**src/rtl/bbs_pkg.sv**
```systemverilog
// Shared types and constants for the BBS seed search block.
package bbs_pkg;

    typedef enum logic [2:0] {
        StIdle,
        StCheck,
        StIssue,
        StWait,
        StEval,
        StDone
    } bbs_state_e;

    // Smallest modulus and seed that can yield a useful BBS sequence
    localparam int unsigned MIN_MODULUS = 3;
    localparam int unsigned MIN_SEED    = 2;

endpackage

```
**src/rtl/bbs_seed_search_if.sv**
```systemverilog
// Operand/result handshake between the seed search sequencer and the shared GCD unit.
interface bbs_seed_search_if #(
    parameter int unsigned W = 16
) ();

    logic [W-1:0] gcd_a;
    logic [W-1:0] gcd_b;
    logic         gcd_val;
    logic         gcd_rdy;
    logic [W-1:0] gcd_result;
    logic         gcd_res_val;
    logic         gcd_res_rdy;

    modport master (
        output gcd_a,
        output gcd_b,
        output gcd_val,
        input  gcd_rdy,
        input  gcd_result,
        input  gcd_res_val,
        output gcd_res_rdy
    );

    modport slave (
        input  gcd_a,
        input  gcd_b,
        input  gcd_val,
        output gcd_rdy,
        output gcd_result,
        output gcd_res_val,
        input  gcd_res_rdy
    );

endinterface

```
**src/rtl/bbs_seed_search.sv**
```systemverilog
// Walks candidate seeds upward from seed_in, asking the shared GCD unit for gcd(m, cand),
// until a candidate coprime with m is found or MAX_TRIES evaluations are spent.
module bbs_seed_search
    import bbs_pkg::*;
#(
    parameter int unsigned W         = 16,
    parameter int unsigned MAX_TRIES = 16,
    localparam int unsigned TW       = $clog2(MAX_TRIES + 1)
) (
    input  logic              clk,
    input  logic              reset_n,
    input  logic              start,
    input  logic [W-1:0]      seed_in,
    input  logic [W-1:0]      m_in,
    output logic              busy,
    output logic              done,
    output logic              seed_ok,
    output logic [W-1:0]      seed_out,
    output logic [TW-1:0]     tries,
    bbs_seed_search_if.master gcd
);

    bbs_state_e state_q, state_d;

    logic [W-1:0]  m_q, m_d;
    logic [W-1:0]  cand_q, cand_d;
    logic [W-1:0]  g_q, g_d;
    logic [W-1:0]  seed_out_q, seed_out_d;
    logic [TW-1:0] tries_q, tries_d;
    logic          seed_ok_q, seed_ok_d;

    logic [TW-1:0] tries_inc;
    logic          last_try;
    logic          bad_inputs;

    // tries_q < MAX_TRIES whenever EVAL is reached, so the increment never wraps
    assign tries_inc  = tries_q + 1'b1;
    assign last_try   = (32'(tries_inc) == MAX_TRIES);
    assign bad_inputs = (m_q < W'(MIN_MODULUS)) || (cand_q >= m_q);

    always_comb begin
        state_d    = state_q;
        m_d        = m_q;
        cand_d     = cand_q;
        g_d        = g_q;
        seed_out_d = seed_out_q;
        tries_d    = tries_q;
        seed_ok_d  = seed_ok_q;

        unique case (state_q)
            StIdle: begin
                if (start) begin
                    m_d       = m_in;
                    cand_d    = seed_in;
                    tries_d   = '0;
                    seed_ok_d = 1'b0;
                    state_d   = StCheck;
                end
            end
            StCheck: begin
                if (bad_inputs) begin
                    seed_ok_d  = 1'b0;
                    seed_out_d = cand_q;
                    tries_d    = '0;
                    state_d    = StDone;
                end else begin
                    // Seeds 0 and 1 are degenerate; bump to 2 without charging a try
                    if (cand_q < W'(MIN_SEED)) begin
                        cand_d = W'(MIN_SEED);
                    end
                    state_d = StIssue;
                end
            end
            StIssue: begin
                if (gcd.gcd_rdy) begin
                    state_d = StWait;
                end
            end
            StWait: begin
                if (gcd.gcd_res_val) begin
                    g_d     = gcd.gcd_result;
                    state_d = StEval;
                end
            end
            StEval: begin
                tries_d    = tries_inc;
                seed_out_d = cand_q;
                if (g_q == W'(1)) begin
                    seed_ok_d = 1'b1;
                    state_d   = StDone;
                end else if (last_try) begin
                    seed_ok_d = 1'b0;
                    state_d   = StDone;
                end else begin
                    // cand_q < m_q <= 2^W - 1, so this cannot overflow
                    cand_d  = cand_q + 1'b1;
                    state_d = StIssue;
                end
            end
            StDone: begin
                state_d = StIdle;
            end
            default: begin
                state_d = StIdle;
            end
        endcase
    end

    always_ff @(posedge clk or negedge reset_n) begin
        if (!reset_n) begin
            state_q    <= StIdle;
            m_q        <= '0;
            cand_q     <= '0;
            g_q        <= '0;
            seed_out_q <= '0;
            tries_q    <= '0;
            seed_ok_q  <= 1'b0;
        end else begin
            state_q    <= state_d;
            m_q        <= m_d;
            cand_q     <= cand_d;
            g_q        <= g_d;
            seed_out_q <= seed_out_d;
            tries_q    <= tries_d;
            seed_ok_q  <= seed_ok_d;
        end
    end

    assign busy     = (state_q != StIdle);
    assign done     = (state_q == StDone);
    assign seed_ok  = seed_ok_q;
    assign seed_out = seed_out_q;
    assign tries    = tries_q;

    // Operands come straight from the registers, so they stay stable under backpressure
    assign gcd.gcd_a       = m_q;
    assign gcd.gcd_b       = cand_q;
    assign gcd.gcd_val     = (state_q == StIssue);
    assign gcd.gcd_res_rdy = (state_q == StWait);

endmodule

```
**src/flat_wrapper.sv**
```systemverilog
// flat-port wrapper written by rule: the top's interface ports become plain ports
module bbs_seed_search_flat import bbs_pkg::*;
#(
    parameter int unsigned W         = 16,
    parameter int unsigned MAX_TRIES = 16,
    localparam int unsigned TW       = $clog2(MAX_TRIES + 1)
)
  (clk, reset_n, start, seed_in, m_in, busy, done, seed_ok, seed_out, tries, gcd_gcd_a, gcd_gcd_b, gcd_gcd_val, gcd_gcd_rdy, gcd_gcd_result, gcd_gcd_res_val, gcd_gcd_res_rdy);
  bbs_seed_search_if #(.W(W)) gcd_i ();
  input  logic clk;
  input  logic reset_n;
  input  logic start;
  input  logic [W-1:0] seed_in;
  input  logic [W-1:0] m_in;
  output logic busy;
  output logic done;
  output logic seed_ok;
  output logic [W-1:0] seed_out;
  output logic [TW-1:0] tries;
  output wire logic [$bits(gcd_i.gcd_a)-1:0] gcd_gcd_a;
  output wire logic [$bits(gcd_i.gcd_b)-1:0] gcd_gcd_b;
  output wire logic [$bits(gcd_i.gcd_val)-1:0] gcd_gcd_val;
  input wire logic [$bits(gcd_i.gcd_rdy)-1:0] gcd_gcd_rdy;
  input wire logic [$bits(gcd_i.gcd_result)-1:0] gcd_gcd_result;
  input wire logic [$bits(gcd_i.gcd_res_val)-1:0] gcd_gcd_res_val;
  output wire logic [$bits(gcd_i.gcd_res_rdy)-1:0] gcd_gcd_res_rdy;
  assign gcd_gcd_a = gcd_i.gcd_a;
  assign gcd_gcd_b = gcd_i.gcd_b;
  assign gcd_gcd_val = gcd_i.gcd_val;
  assign gcd_i.gcd_rdy = gcd_gcd_rdy;
  assign gcd_i.gcd_result = gcd_gcd_result;
  assign gcd_i.gcd_res_val = gcd_gcd_res_val;
  assign gcd_gcd_res_rdy = gcd_i.gcd_res_rdy;
  bbs_seed_search #(.W(W), .MAX_TRIES(MAX_TRIES)) u_core (.clk(clk), .reset_n(reset_n), .start(start), .seed_in(seed_in), .m_in(m_in), .busy(busy), .done(done), .seed_ok(seed_ok), .seed_out(seed_out), .tries(tries), .gcd(gcd_i));
endmodule
```
**config.mk**
```make
export PLATFORM = sky130hd
export DESIGN_NAME = bbs_seed_search_flat
export DESIGN_NICKNAME = d
export VERILOG_FILES = /design/src/rtl/bbs_pkg.sv /design/src/rtl/bbs_seed_search_if.sv /design/src/rtl/bbs_seed_search.sv /design/src/flat_wrapper.sv
export SDC_FILE = /design/constraint.sdc
export NUM_CORES = 1
export LEC_CHECK = 0
export CAP_MARGIN = 20
export CELL_PAD_IN_SITES_DETAIL_PLACEMENT = 1
export CELL_PAD_IN_SITES_GLOBAL_PLACEMENT = 1
export CORE_MARGIN = 2
export CORE_UTILIZATION = 30
export DETAILED_ROUTE_END_ITERATION = 8
export DONT_BUFFER_PORTS = 1
export PLACE_DENSITY_LB_ADDON = 0.1
export RECOVER_POWER = 100
export SYNTH_ARGS = -nofsm -noshare
export SYNTH_HDL_FRONTEND = slang
export SYNTH_SLANG_ARGS = --single-unit
```
**constraint.sdc**
```tcl
create_clock -name clk -period 7.1 [get_ports clk]
set_clock_uncertainty 0.2 [all_clocks]
set_input_delay 0.71 -clock clk [delete_from_list [all_inputs] [get_ports clk]]
set_output_delay 0.71 -clock clk [all_outputs]
set_load 0.02 [all_outputs]
```
==> results of run 1 <==
-- state kept, by name, indices dropped and copies added, names as in the netlist --
signal            cells
u_core.tries          5
u_core.g_q           16
u_core.gcd.gcd_a     16
u_core.state_q        3
u_core.gcd.gcd_b     16
u_core.seed_out      16
u_core.seed_ok        1
-- how the worst max path moves through the flow --
stage / from / end / slack [ns] / cells after the start
final: u_core.gcd.gcd_b[0] / u_core.seed_out[12] / 2.71 / 8
after CTS: u_core.gcd.gcd_b[0] / u_core.seed_out[3] / 3.69 / 8
after global routing: reset_n / u_core.gcd.gcd_b[5] / 2.00 / 1
after floorplan: u_core.gcd.gcd_b[13] / u_core.seed_out[10] / 4.35 / 8
after detailed placement: u_core.gcd.gcd_b[0] / u_core.seed_out[3] / 3.73 / 8
after global placement: u_core.gcd.gcd_b[13] / u_core.seed_out[3] / 3.81 / 7
-- through the flow --
| stage | total power, mW | cells |
|---|---|---|
| 2_1_floorplan | 1.56 | 395 |
| 3_3_place_gp | 1.78 | 547 |
| 3_5_place_dp | 1.81 | 547 |
| 4_1_cts | 2.31 | 564 |
| 5_1_grt | 2.43 | 565 |
| 6_report | 2.25 | 566 |
-- power groups by stage --
stage               sequential, mW  combinational [mW]  clock [mW]
finish                        1.03               0.754       0.470
floorplan                    0.908               0.656           0
detailed placement            1.04               0.771           0
global route                  1.06               0.858       0.511
global placement              1.04               0.745           0
CTS                           1.04               0.785       0.489
-- metal layers --
layer / share of wire (%) / vias to the layer above
met2: 48 / 73
met1: 44 / 1541
li1: - / 1421
met3: 6.6 / 8
met5: 0 / -
met4: 1.2 / 0
-- area by class of cell --
type	instances	area, um^2
Antenna cell	1	2.50
Clock buffer	9	225
Tap cell	172	215
Fill cell	1462	8360
Timing Repair Buffer	2	7.51
Multi-Input combinational cell	281	1930
Inverter	21	78.8
Sequential cell	73	1830
Clock inverter	7	78.8
-- critical path: stages, from the launching register on --
cell and delay, ns:
dfrtp_1 0.62, inv_1 0.14, ha_1 0.31, nand2b_1 0.14, a2111oi_0 0.36, or4b_1 0.19
nand3_1 0.20, a21oi_1 1.65, mux2_2 0.45
-- cell families after synthesis --
kind of cell,after synthesis,share of synthesized area [%]
AOI/OAI and AO/OA,107,17.1
DFF,73,46.3
adders and majority gates,18,5.71
muxes,35,10.9
and+or+nand+nor,118,15.2
buffers and inverters,41,4.15
xor gates and xnor gates,3,0.666
-- cell usage in the layout, fill, tap and decap left out, types with 4 or more instances in the layout --
cell type / instances
a21oi_1: 26
a31oi_1: 7
clkbuf_16: 9
dfrtp_1: 73
ha_1: 18
inv_1: 21
mux2_2: 27
mux2_4: 7
nand2_1: 38
nand3_1: 9
nand4_1: 5
nor2_1: 24
nor3_1: 7
nor3b_1: 7
nor4_1: 9
o21ai_0: 40
o2bb2ai_1: 4
-- timing repair --
item / in CTS / in global routing
buffers inserted: 0 / 0
hold endpoints to repair: 73 / 0
hold buffers: 1 / 0
==> impl_summary.md, run 1 <==
Cells and area
The fraction of layout instances using a drive strength above 1 is 14.0%. The net count of the finished layout is 459. The final instance area is 4360 um^2. The area growth from synthesis to layout is 10.6%. Measured on the finished design, the core utilization comes to 34.3%.

Run
Max-cap violations in this run came to 2.

Global route
Global routing used 28.4% of the available met2 tracks. The global routing usage summed across all routing layers is 17.2%. met2 is the most crowded layer. Global routing consumed, on the met3 layer, 6.32% of the routing resources. The initial antenna violation count is 0. The via count of the first global-routing pass is 3146. The final global-route overflow total is 0.

The global-route wire length before repair is 18.5 mm. Entering global routing, the biggest net connects 74 pins. The met1 track utilization from global routing is 21.0%.

Timing
Setup violations remaining at the end of the flow were counted as 0. The relative slew slack is -172%. Based on the critical path, the design can be clocked at up to 228 MHz.

The post-route worst hold slack is 0.281 ns. The final count of hold timing violations is 0. The measured slew at the worst slew-check pin is 4.08 ns. After layout, the worst path uses 61.8% of the clock period. Setup repair after global routing left no endpoint under its margin. The final critical path time including I/O delays and setup is 4.39 ns.

The max-slew violation count is 91. The sum of negative setup slack is 0 ns. In the post-route analysis, the smallest setup slack over all paths is 2.71 ns.

Yosys
The synthesized netlist net count is 466. The count of yosys warnings during synthesis is 0. The count of cell types in the netlist is 59.

Each instance of the synthesized netlist takes up on average 9.99 um^2. The most used flip-flop cell after synthesis is dfrtp_1. The largest total area in the synthesized netlist belongs to dfrtp_1. Sequential elements use 46.3% of the synthesized area.

Yosys instantiated no cell more often than dfrtp_1. The number of enable flip-flop cells after synthesis is 0. For this run, asynchronously set or reset flops after synthesis account for 100%.

In the synthesized netlist, the cells that appear most often are 73 x dfrtp_1, 38 x nand2_1, 35 x o21ai_0, 25 x a21oi_1. The netlist area before placement is 3950 um^2. The number of instances in the synthesized netlist is 395. Synthesis inferred 73 register bits. The share of Yosys cell area claimed by the top area cell type is 46.3%. In the post-synthesis netlist, the biggest area contributors are dfrtp_1 46%, mux2_2 6.8%, ha_1 5.7%.

Placed design
The routability congestion estimate is 0.790. The post-placement setup slack is 3.73 ns. Port buffering added 0 buffers. The wire-length estimate of the detail-placed layout is 8.38 mm.

The placed cell area is 4080 um^2.

Floorplanning
The area of the die is 14100 um^2. The floorplan step set the die height to 119 um. The row count is 41. The count of pins on the block boundary is 111.

The width of the die is 119 um. The initial core utilization is 31.0%. The total area inside the core boundary comes to 12700 um^2.

Worst hold path
Along the worst hold path, the cell count comes to 2. In this run the worst hold path is classified as input pin to flip-flop. The worst hold path begins at m_in[5].

The worst-case hold path end point is u_core.gcd.gcd_a[5].

Critical path
The nature of the critical path endpoint is a flip-flop. Across all register-to-register paths, the minimum setup slack is 2.71 ns. The worst register-to-register path has a depth of 8.

Of all nets on the critical path, the largest fanout is 16. The worst reg2reg path endpoint is u_core.seed_out[12]. By startpoint and endpoint, the worst setup path is classified as flip-flop to flip-flop.

For the worst setup path, the data arrival time is 4.41 ns. The worst register-to-register path begins at u_core.gcd.gcd_b[0]. Data on the critical path is required at its endpoint by 7.13 ns.

The worst setup path is launched from a flip-flop.

Drt
The mean routed wirelength per cell is 20.9 um. In this run, the number of DRC markers left after iteration 0 of detailed routing was 142. Detailed routing inserted a total of 3043 vias. After detailed routing, the total wire length is 11.8 mm.

The DRC violation count after routing is 0. The number of nets still failing antenna checks after routing is 0. The mean number of vias per cell is 5.38. The iteration count of the initial detailed-routing pass is 4.

CTS
The clock slew seen by the registers of the worst setup and hold paths is 0.07 ns. The root cell of the clock tree is clkbuf_16. The clock tree synthesis step divided the H-tree into 3 levels. The clock tree from TritonCTS is yes. Buffers inserted during clock tree synthesis total 9. The maximum clock path buffer count is 2. The total number of clock tree sinks is 73. The quantity of gates resized following cts is 0. The source-to-sink clock delay at the later pin of the worst-skew pair is 0.35 ns.

Power and ir drop
The internal portion of the total power is 1.22 mW. The combinational power share is 33.5%. Of the total power, the share spent switching nets is 45.8%.

IR analysis of the VDD net gives a maximum drop of 0.170 mV. The power per standard cell area is 516 nW/um^2. The leakage power is 1.84 nW. Sequential cells burn 45.6% of the power.

The switching power is 1.03 mW. Per report_power, the clock group accounts for 20.9% of the total.

Outcome
The run finished, with violations left. The checks that failed: max-capacitance violations, max-slew violations.
Note: power is estimated with default switching activity, not from simulation.
==> run 2, diff against run 1 <==
==> constraint.sdc (replaced) <==
create_clock -name clk -period 4.45 [get_ports clk]
set_clock_uncertainty 0.2 [all_clocks]
set_input_delay 0.445 -clock clk [delete_from_list [all_inputs] [get_ports clk]]
set_output_delay 0.445 -clock clk [all_outputs]
set_load 0.02 [all_outputs]
==> run 2 against run 1 <==
The run still ends with max-capacitance violations, max-slew violations left. Sequential power is 59% higher. First-iteration DRC count fell by 5.6%. Global-route usage up 0.35 points. Critical path depth did not move. Maximum frequency is 27% higher. Clock power up 53%. Hold slack got worse by 0.26 ns. Largest power group unchanged.
==> impl_summary.md, run 2 (synthesized netlist as in run 1, its figures left out) <==
Placed design
The count of port buffers added during placement was 0 (unchanged). The detailed placer's ending HPWL came to 8.47 mm (+1.1%). The routability congestion estimate is 0.790 (about the same). The number of placed instances with taps included is 550 (+0.55%).

Drt
The total number of vias was 3065 (+0.72%). The number of design-rule violations left by the first detailed-router iteration is 134 (-5.6%). The number of nets still failing antenna checks after routing is 0 (unchanged). The final routed wirelength across all metal layers is 11.8 mm (-0.17%). The iteration count of the initial detailed-routing pass came to 4 (unchanged). The mean routed wirelength per cell is 20.8 um (-0.35%). The mean number of vias per cell is 5.41 (+0.55%).

The DRC violation count after routing is 0 (unchanged).

Floorplanning
The count of pins on the block boundary is 111 (unchanged). The vertical die dimension is 119 um (unchanged). The width of the die is 119 um (unchanged). The row count is 41 (unchanged). The core outline area came to 12700 um^2 (unchanged). The area of the die is 14100 um^2 (unchanged). The initial core utilization is 31.0% (unchanged).

Critical path
The data required time at the worst endpoint is 4.47 ns (-2.66 ns). The data arrival time of the critical path is 3.47 ns (-0.94 ns). STA classifies the critical path startpoint as a flip-flop. The family with the most delay on the worst path is compound AO/OA/AOI/OAI gates.

The cell with the biggest individual delay on the critical path is a21oi_4. The delay of the slowest critical-path stage is 0.64 ns (-1.01 ns). The signal on the critical path passes through inv_1, ha_1, nand2b_1, a2111oi_0, or4b_1, nand3_1, a21oi_4, mux2_2. The number of buffer and inverter instances along the worst setup path is 1 (unchanged).

The setup path with the least slack is of type flip-flop to flip-flop. The largest fanout of any net on the critical path was 16 (unchanged). The nature of the critical path endpoint is a flip-flop.

Power and ir drop
The power per standard cell area is 809 nW/um^2 (+57%). The worst supply voltage drop on vdd came to 0.240 mV (+41%). The leakage power is 1.82 nW (-0.87%).

Cells and area
The antenna diode count was 0 (-1). The most common cell after layout, fill and taps aside is dfrtp_1. The final cell count without fillers is 567 (+0.18%). In the layout the commonest cells are 73 x dfrtp_1, 40 x o21ai_0, 38 x nand2_1. The synthesis-to-layout area growth is 10.5% (about the same). The layout net count was 462 (+0.65%).

The number of inserted filler cells in the final layout came to 1488 (+1.8%). The fraction of layout instances using a drive strength above 1 is 12.4% (-1.6 points).

Global route
The pin count of the biggest net entering global routing is 74 (unchanged). The global-route wire length before repair is 19.1 mm (+3.2%). The initial antenna violation count came to 0 (unchanged). The via count of the first global-routing pass came to 3350 (+6.5%). The global routing usage summed across all routing layers is 17.6% (+0.35 points). The final global-route overflow total is 0 (unchanged).

Timing
The max-slew violation count is 74 (-19%). The post-route worst hold slack is 0.0245 ns (-0.256 ns). The final count of hold timing violations is 0 (unchanged). The fmax is 290 MHz (+27%). The final cycle utilization of the critical path is 77.5% (+16 points). The measured slew at the worst slew-check pin is 1.89 ns (-2.19 ns). The final critical path time including I/O delays and setup is 3.45 ns (-0.942 ns). The relative slew slack came to -26.0% (+150 points). The sum of negative setup slack was 0 ns (unchanged). The number of setup violations in the final report was 0 (unchanged). Setup repair after global routing left no endpoint under its margin.

CTS
The H-tree level count is 3 (unchanged). The total number of clock tree sinks came to 73 (unchanged). The root cell of the clock tree is clkbuf_16. The maximum clock path buffer count is 2 (unchanged). TritonCTS built the clock tree.

The total clock buffers created by CTS is 9 (unchanged). The clock slew seen by the registers of the worst setup and hold paths is 0.06 ns (about the same). The source-to-sink clock delay at the later pin of the worst-skew pair is 0.34 ns (about the same). The quantity of gates resized following cts is 0 (unchanged).

Outcome
The run finished, with violations left. The checks that failed: max-capacitance violations, max-slew violations.

Run
The number of maximum-capacitance violations is 1 (-1).

Worst hold path
The worst min-delay path category is input pin to flip-flop.
==> run 2: final timing paths <==
kind	start	endpoint	slack, ns	depth (start not counted)
worst max register to register	u_core.gcd.gcd_b[0]	u_core.seed_out[4]	1.00	8
worst min-delay path	m_in[12]	u_core.gcd.gcd_a[12]	0.02	2
max in group asynchronous	reset_n	u_core.gcd.gcd_a[14]	1.90	2
min in group asynchronous	reset_n	u_core.seed_ok	1.02	2
worst max-delay path	u_core.gcd.gcd_b[0]	u_core.seed_out[4]	1.00	8
worst min register to register	u_core.g_q[15]	u_core.g_q[15]	0.30	1
==> run 2: through the flow <==
step / total power [mW] / instance area (um^2) / setup slack [ns] / util (%)
after floorplan: 2.49 / 3950 / 1.70 / -
after global placement: 2.86 / 4100 / 1.16 / 32.2
after detailed placement: 2.91 / 4100 / 0.947 / 32.2
after CTS: 3.67 / 4430 / 0.938 / 34.8
after global routing: 3.83 / 4360 / 0.727 / 34.3
final: 3.53 / 4360 / 1.00 / 34.3
==> run 2: layout make-up <==
type	count	area, um^2	share of cell area [%]
Clock buffer	10	229	5.25
Clock inverter	5	57.6	1.32
Inverter	21	78.8	1.81
Multi-Input combinational cell	281	1920	44.0
Sequential cell	73	1830	41.9
Tap cell	172	215	4.93
Timing Repair Buffer	5	33.8	0.775
==> run 2: metal layers <==
layer | GRT usage [%] | up-vias | part of all wire, %
met1 | 22.3 | 1531 | 44
met2 | 27.9 | 90 | 48
met5 | 0 | - | 0
li1 | - | 1430 | -
met3 | 6.56 | 14 | 7.2
met4 | 5.28 | 0 | 1.6
==> run 2: what timing repair did <==
action	in CTS	in global routing
hold buffers	2	0
hold endpoints to repair	73	0
setup buffers	0	0
==> run 2: report_power, final <==
group	internal (mW)	switching, mW
registers	0.958	0.678
clock network	0.431	0.288
logic	0.515	0.657
total	1.90	1.62
